===== config.mk =====
export PLATFORM = sky130hd
export DESIGN_NAME = tt_bin_clock_shift_tx
export DESIGN_NICKNAME = d
export VERILOG_FILES = /design/src/rtl/tt_bin_clock_pkg.sv /design/src/rtl/tt_bin_to_bcd.sv /design/src/rtl/tt_bin_clock_shift_tx.sv
export SDC_FILE = /design/constraint.sdc
export NUM_CORES = 1
export LEC_CHECK = 0
export ABC_CLOCK_PERIOD_IN_PS = 10300
export CORE_MARGIN = 1
export CORE_UTILIZATION = 30
export CTS_BUF_LIST = sky130_fd_sc_hd__clkbuf_2
export DETAILED_ROUTE_END_ITERATION = 8
export DONT_BUFFER_PORTS = 1
export GPL_ROUTABILITY_DRIVEN = 0
export PLACE_DENSITY_LB_ADDON = 0.1
export SKIP_LAST_GASP = 1
export SYNTH_ARGS = -nofsm -noshare
export SYNTH_HDL_FRONTEND = slang
export SYNTH_HIERARCHICAL = 1
export SYNTH_SLANG_ARGS = --single-unit

===== constraint.sdc =====
create_clock -name clk_i -period 10.3 [get_ports clk_i]
set_input_delay 2.06 -clock clk_i [delete_from_list [all_inputs] [get_ports clk_i]]
set_output_delay 2.06 -clock clk_i [all_outputs]
set_load 0.03 [all_outputs]

===== src/rtl/tt_bin_clock_pkg.sv =====
// rtl/tt_bin_clock_pkg.sv - shared widths, frame size and state encoding for the binary clock shift transmitter
package tt_bin_clock_pkg;

  localparam int FRAME_BITS = 24;
  localparam int HOUR_W     = 4;
  localparam int MIN_W      = 6;
  localparam int SEC_W      = 6;
  localparam int BCD_W      = 4;
  localparam int BIT_CNT_W  = 5;
  localparam int DIV_CNT_W  = 8;

  typedef enum logic [2:0] {
    ST_IDLE  = 3'd0,
    ST_LOAD  = 3'd1,
    ST_SHIFT = 3'd2,
    ST_LATCH = 3'd3,
    ST_DONE  = 3'd4
  } state_e;

endpackage


===== src/rtl/tt_bin_to_bcd.sv =====
// rtl/tt_bin_to_bcd.sv - 0..63 binary to two-digit BCD (tens, units)
module tt_bin_to_bcd
  import tt_bin_clock_pkg::*;
(
  input  logic [MIN_W-1:0] bin_i,
  output logic [BCD_W-1:0] tens_o,
  output logic [BCD_W-1:0] units_o
);

  logic [MIN_W-1:0] base;

  // Tens digit by range compare; units digit is what is left above that decade.
  always_comb begin
    tens_o = 4'd0;
    base   = 6'd0;
    if (bin_i >= 6'd60) begin
      tens_o = 4'd6;
      base   = 6'd60;
    end else if (bin_i >= 6'd50) begin
      tens_o = 4'd5;
      base   = 6'd50;
    end else if (bin_i >= 6'd40) begin
      tens_o = 4'd4;
      base   = 6'd40;
    end else if (bin_i >= 6'd30) begin
      tens_o = 4'd3;
      base   = 6'd30;
    end else if (bin_i >= 6'd20) begin
      tens_o = 4'd2;
      base   = 6'd20;
    end else if (bin_i >= 6'd10) begin
      tens_o = 4'd1;
      base   = 6'd10;
    end
    units_o = 4'(bin_i - base);
  end

endmodule


===== src/rtl/tt_bin_clock_shift_tx.sv =====
// rtl/tt_bin_clock_shift_tx.sv - snapshots h:m:s, shifts it out as 24-bit BCD with sclk/latch strobes
module tt_bin_clock_shift_tx
  import tt_bin_clock_pkg::*;
#(
  parameter int unsigned SCLK_DIV = 4
) (
  input  logic              clk_i,
  input  logic              reset_i,
  input  logic              start_i,
  input  logic [HOUR_W-1:0] hour_i,
  input  logic [MIN_W-1:0]  minute_i,
  input  logic [SEC_W-1:0]  seconds_i,
  output logic              sclk_o,
  output logic              sdata_o,
  output logic              latch_o,
  output logic              busy_o,
  output logic              done_o
);

  localparam logic [DIV_CNT_W-1:0] DIV_LAST = DIV_CNT_W'(SCLK_DIV - 1);
  localparam logic [BIT_CNT_W-1:0] LAST_BIT = BIT_CNT_W'(FRAME_BITS - 1);

  state_e                state_q, state_d;
  logic [DIV_CNT_W-1:0]  div_cnt_q, div_cnt_d;
  logic [BIT_CNT_W-1:0]  bit_cnt_q, bit_cnt_d;
  logic [BIT_CNT_W-1:0]  bit_next;
  logic                  sclk_q, sclk_d;
  logic                  sdata_q, sdata_d;
  logic                  latch_q, latch_d;
  logic                  busy_q, busy_d;
  logic                  done_q, done_d;
  logic [HOUR_W-1:0]     hour_q, hour_d;
  logic [MIN_W-1:0]      minute_q, minute_d;
  logic [SEC_W-1:0]      seconds_q, seconds_d;

  logic [BCD_W-1:0]      h_tens, h_units, m_tens, m_units, s_tens, s_units;
  logic [FRAME_BITS-1:0] frame;

  tt_bin_to_bcd u_bcd_hour (
    .bin_i   ({2'b00, hour_q}),
    .tens_o  (h_tens),
    .units_o (h_units)
  );

  tt_bin_to_bcd u_bcd_minute (
    .bin_i   (minute_q),
    .tens_o  (m_tens),
    .units_o (m_units)
  );

  tt_bin_to_bcd u_bcd_seconds (
    .bin_i   (seconds_q),
    .tens_o  (s_tens),
    .units_o (s_units)
  );

  // Frame order on the wire: hours, minutes, seconds; tens before units; bit 23 goes first.
  assign frame    = {h_tens, h_units, m_tens, m_units, s_tens, s_units};
  assign bit_next = bit_cnt_q + 5'd1;

  // Next-state and next-output logic; outputs are computed for the state being entered.
  always_comb begin
    state_d   = state_q;
    div_cnt_d = div_cnt_q;
    bit_cnt_d = bit_cnt_q;
    sclk_d    = sclk_q;
    sdata_d   = sdata_q;
    latch_d   = latch_q;
    busy_d    = busy_q;
    done_d    = done_q;
    hour_d    = hour_q;
    minute_d  = minute_q;
    seconds_d = seconds_q;
    case (state_q)
      ST_IDLE, ST_DONE: begin
        done_d = 1'b0;
        if (start_i) begin
          state_d   = ST_LOAD;
          busy_d    = 1'b1;
          hour_d    = hour_i;
          minute_d  = minute_i;
          seconds_d = seconds_i;
        end else begin
          state_d = ST_IDLE;
        end
      end
      ST_LOAD: begin
        state_d   = ST_SHIFT;
        div_cnt_d = '0;
        bit_cnt_d = '0;
        sclk_d    = 1'b0;
        sdata_d   = frame[LAST_BIT];
      end
      ST_SHIFT: begin
        if (div_cnt_q != DIV_LAST) begin
          div_cnt_d = div_cnt_q + 8'd1;
        end else begin
          div_cnt_d = '0;
          if (!sclk_q) begin
            sclk_d = 1'b1;
          end else begin
            sclk_d = 1'b0;
            if (bit_cnt_q == LAST_BIT) begin
              state_d = ST_LATCH;
              sdata_d = 1'b0;
              latch_d = 1'b1;
            end else begin
              bit_cnt_d = bit_next;
              sdata_d   = frame[LAST_BIT - bit_next];
            end
          end
        end
      end
      ST_LATCH: begin
        if (div_cnt_q != DIV_LAST) begin
          div_cnt_d = div_cnt_q + 8'd1;
        end else begin
          div_cnt_d = '0;
          state_d   = ST_DONE;
          latch_d   = 1'b0;
          busy_d    = 1'b0;
          done_d    = 1'b1;
        end
      end
      default: begin
        state_d = ST_IDLE;
        sclk_d  = 1'b0;
        sdata_d = 1'b0;
        latch_d = 1'b0;
        busy_d  = 1'b0;
        done_d  = 1'b0;
      end
    endcase
  end

  // State, counters, snapshot and registered outputs; reset clears everything at once.
  always_ff @(posedge clk_i or negedge reset_i) begin
    if (!reset_i) begin
      state_q   <= ST_IDLE;
      div_cnt_q <= '0;
      bit_cnt_q <= '0;
      sclk_q    <= 1'b0;
      sdata_q   <= 1'b0;
      latch_q   <= 1'b0;
      busy_q    <= 1'b0;
      done_q    <= 1'b0;
      hour_q    <= '0;
      minute_q  <= '0;
      seconds_q <= '0;
    end else begin
      state_q   <= state_d;
      div_cnt_q <= div_cnt_d;
      bit_cnt_q <= bit_cnt_d;
      sclk_q    <= sclk_d;
      sdata_q   <= sdata_d;
      latch_q   <= latch_d;
      busy_q    <= busy_d;
      done_q    <= done_d;
      hour_q    <= hour_d;
      minute_q  <= minute_d;
      seconds_q <= seconds_d;
    end
  end

  assign sclk_o  = sclk_q;
  assign sdata_o = sdata_q;
  assign latch_o = latch_q;
  assign busy_o  = busy_q;
  assign done_o  = done_q;

endmodule


==> reports/results.env <==
SYNTH-ASYNC-RESET-RATIO_PCT=100
DISTINCT_CELL_TYPE_COUNT_AFTER_SYNTHESIS=55
MULTI_INPUT_LOGIC_AREA_UM2=1590
INSERTION_DELAY_NS=0.39
DRTITER0DRC=51
FINAL.SETUP_SKEW_NS=0.0140
TIGHTESTPINTRANSITION_NS=1.04
TIMING_MAX_TRANSITION_VIOLATIONS_FINAL=0
FINAL_WS_SETUP_NS=6.61
LAYOUT.CELLS.MOST_COMMON='dfrtp_1'
WORST_REG_TO_REG_PATH_CELL_COUNT=13
IO_BUFFER_COUNT=0
FINAL-SETUP-VIOL-COUNT=0
GRT_MAX_DEGREE=38
DP_CELL_COUNT=372
GRT.OVERFLOW.TOTAL=0
CRITPATHARRIVALTIME_NS=3.97
DRIVE_GT1_SHARE_PCT=16.9
REPORT.FINAL.HOLD_VIOL_COUNT=0
SYNTH_ENABLE_FLOP_CELLS=0
SETUP_REPAIR_AFTER_GLOBAL_ROUTING_MISSED_ITS_MARGIN='no'
GRT_ANTENNA_BEFORE_REPAIR=0
REQUIRED_NS=10.58
CLOCK_SINKS=37
SETUP-TNS-FINAL_NS=0
CRITPATHLAUNCHTYPE='register'
OUTCOME='completed'
LAYOUT_MIN_CYCLE_TIME_NS=3.69
LEAKAGEPOWER_nW=1.20
MIN-DELAY-PATH-CLASS='register to register'
FINISH.NET_COUNT=298
POST_CTS.REPAIR.SETUP_BUFFERS=0
INITIAL_UTIL_PCT=31.0
HOLD_BUFFERS=0
R2R-END='sdata_o'
AREAGROWTHSYNTHTOFINISH_PCT=4.38
LAYOUT_COMMON_CELLS='dfrtp_1, nor2_1, inv_1, o21ai_0, mux2_2'
POST-ROUTE-CELL-AREA_UM2=2810
CORE_REGION_UM2=8680
CTS_RESIZED=0
DESIGN.PORTCOUNT=24
PRE_CTS_WS_NS=6.65
WORST_SLEW_MARGIN_REL_PCT=29.8
PLACEMENT.CELL_AREA_UM2=2740
DIE_H_UM=96.7
INSERTEDDIODECOUNT=0
CRITICAL_PATH.ENDPOINT_TYPE='register'
MAXCAP_VIOL_COUNT=0
DRT-VIAS-PER-INSTANCE=5.08
REG2REG_SETUP_SLACK_NS=6.61
CP_MAX_FO=10
SEQ_AREA_FRAC_SYNTH_PCT=34.5
CELL_AREA_AFTER_TECHNOLOGY_MAPPING_UM2=2690
WORSTSETUPENDPOINT='sdata_o'
GRT_PASS1_WL_MM=9.63
WORSTHOLDPATHCELLS=1
SYNTH_TOP_FLOP_CELL='dfrtp_1'
ROUTE.ANTENNA.REMAINING_NETS=0
IR_WORST_VDD_mV=0.103
DRT-WIRELENGTH-PER-CELL_UM=14.8
FF_LATCH_AREA_UM2=926
YS_WARN_COUNT=6
CRIT_TYPE='register to register'
NUMBER_OF_BUFFERS_ON_THE_LONGEST_CLOCK_PATH=2
CTS_ROOT_BUFFER='clkbuf_2'
TRITONCTS_CLOCK_TREE='yes'
FINAL_MIN_PERIOD_OVER_CLOCK_PERIOD_PCT=35.8
DRT_PASS1_ITERATIONS=4
GRT_UTIL_ALL_LAYERS_PCT=12.7
CRITICAL_PATH.STARTPOINT='minute_q[2]'
WIRELENGTH_MM=5.64
RR_STARTPOINT='minute_q[2]'
NUM_ROWS=34
DRCVIOLATIONCOUNT=0
SYNTH_CELLS=276
SYN-MEAN-INSTANCE-AREA_UM2=9.74
DR_TOTAL_VIAS=1932
CTS-HTREE-LEVELS=2
HPWLAFTERDP_MM=3.98
NUM-FILL-CELLS=945
POST_LAYOUT_NONFILLER_INSTANCES=380
TRITONCTS.NUM_BUFFERS=5
DIE_W_UM=96.7
FIRST_GLOBAL_VIAS=1906
POWER_DENSITY_nW_PER_UM2=327
DESIGN.DIE.AREA_UM2=9340
ACHIEVABLE-FREQUENCY_MHz=271
SYNTH.FF_LATCH_COUNT=37
CLK_TRANSITION_REPORTED_PATHS_NS=0.20
registers in the layout, indices dropped and copies added (netlist names):
signal	cells
minute_q	6
state_q	3
bit_cnt_q	5
hour_q	4
sclk_o	1
done_o	1
sdata_o	1
latch_o	1
busy_o	1
div_cnt_q	8
seconds_q	6
cell type report:
cell class | instances | area share [%]
tap | 108 | 4.82
sequential | 37 | 33.0
multi-input combinational | 203 | 56.7
clock buffer | 6 | 1.07
clock inverter | 2 | 1.20
inverter | 24 | 3.21
per-stage QoR:
stage,total power [W],util [%],hold slack [ns]
3_3_place_gp,0.000826,31.6,0.499
3_5_place_dp,0.000832,31.6,0.499
2_1_floorplan,0.000740,-,0.475
4_1_cts,0.000932,32.3,0.547
5_1_grt,0.00101,32.3,0.571
6_report,0.000917,32.3,0.544
power by group:
part	switching (W)	leakage [nW]	total (W)	internal [W]
Combinational	0.000225	0.697	0.000492	0.000267
Clock	0.0000511	0.0406	0.0000925	0.0000414
Sequential	0.000131	0.463	0.000332	0.000201
worst max-delay path: stages, from the launching register on:
cell and delay, ns:
dfrtp_1 0.55, mux2_2 0.27, o21ai_0 0.07, a22oi_1 0.22, ha_1 0.18, inv_1 0.05, fa_1 0.41, and3_1 0.20
a32o_1 0.20, a311o_1 0.31, mux4_2 0.46, mux4_2 0.47, nand3_1 0.09, nand4_1 0.09
cell usage after synthesis (5+ instances only):
cell | instances | area, um^2
buf_2 | 11 | 55.1
mux2i_1 | 5 | 50.1
mux4_2 | 7 | 158
buf_4 | 6 | 45.0
mux2_2 | 19 | 214
nand2_1 | 16 | 60.1
o21ai_0 | 20 | 100
nand3_1 | 9 | 45.0
nor2_1 | 23 | 86.3
xor2_1 | 5 | 43.8
dfrtp_1 | 37 | 926
inv_1 | 23 | 86.3
ha_1 | 5 | 62.6
a21oi_1 | 7 | 35.0
and3_1 | 8 | 50.1
worst min path at each step:
stage                  from            to
2_1_floorplan     hour_q[3]     hour_q[3]
3_3_place_gp   seconds_q[0]  seconds_q[0]
3_5_place_dp   seconds_q[0]  seconds_q[0]
4_1_cts        seconds_q[0]  seconds_q[0]
5_1_grt        seconds_q[0]  seconds_q[0]
6_report       seconds_q[0]  seconds_q[0]
routing by layer:
metal	part of all wire, %	GRT usage [%]	vias up	wire length (um)
met5	0	0	-	0
met4	1.3	4.13	0	71
met3	2.9	2.17	6	163
met2	46	20.4	23	2610
met1	50	17.3	952	2790
li1	-	-	951	-
logic make-up (layout without fill, tap and decap cells):
kind of cell | Yosys count | after routing | share of synthesized area, %
compound gates | 56 | 56 | 15.1
xor+xnor | 9 | 9 | 2.93
fa+ha+maj | 11 | 11 | 5.68
buf+inv | 44 | 32 | 7.49
flops | 37 | 37 | 34.5
mux | 33 | 33 | 16.5
other cells | 4 | 12 | 0.558
simple gates | 82 | 82 | 17.3
(Power assumes the default switching activity.)
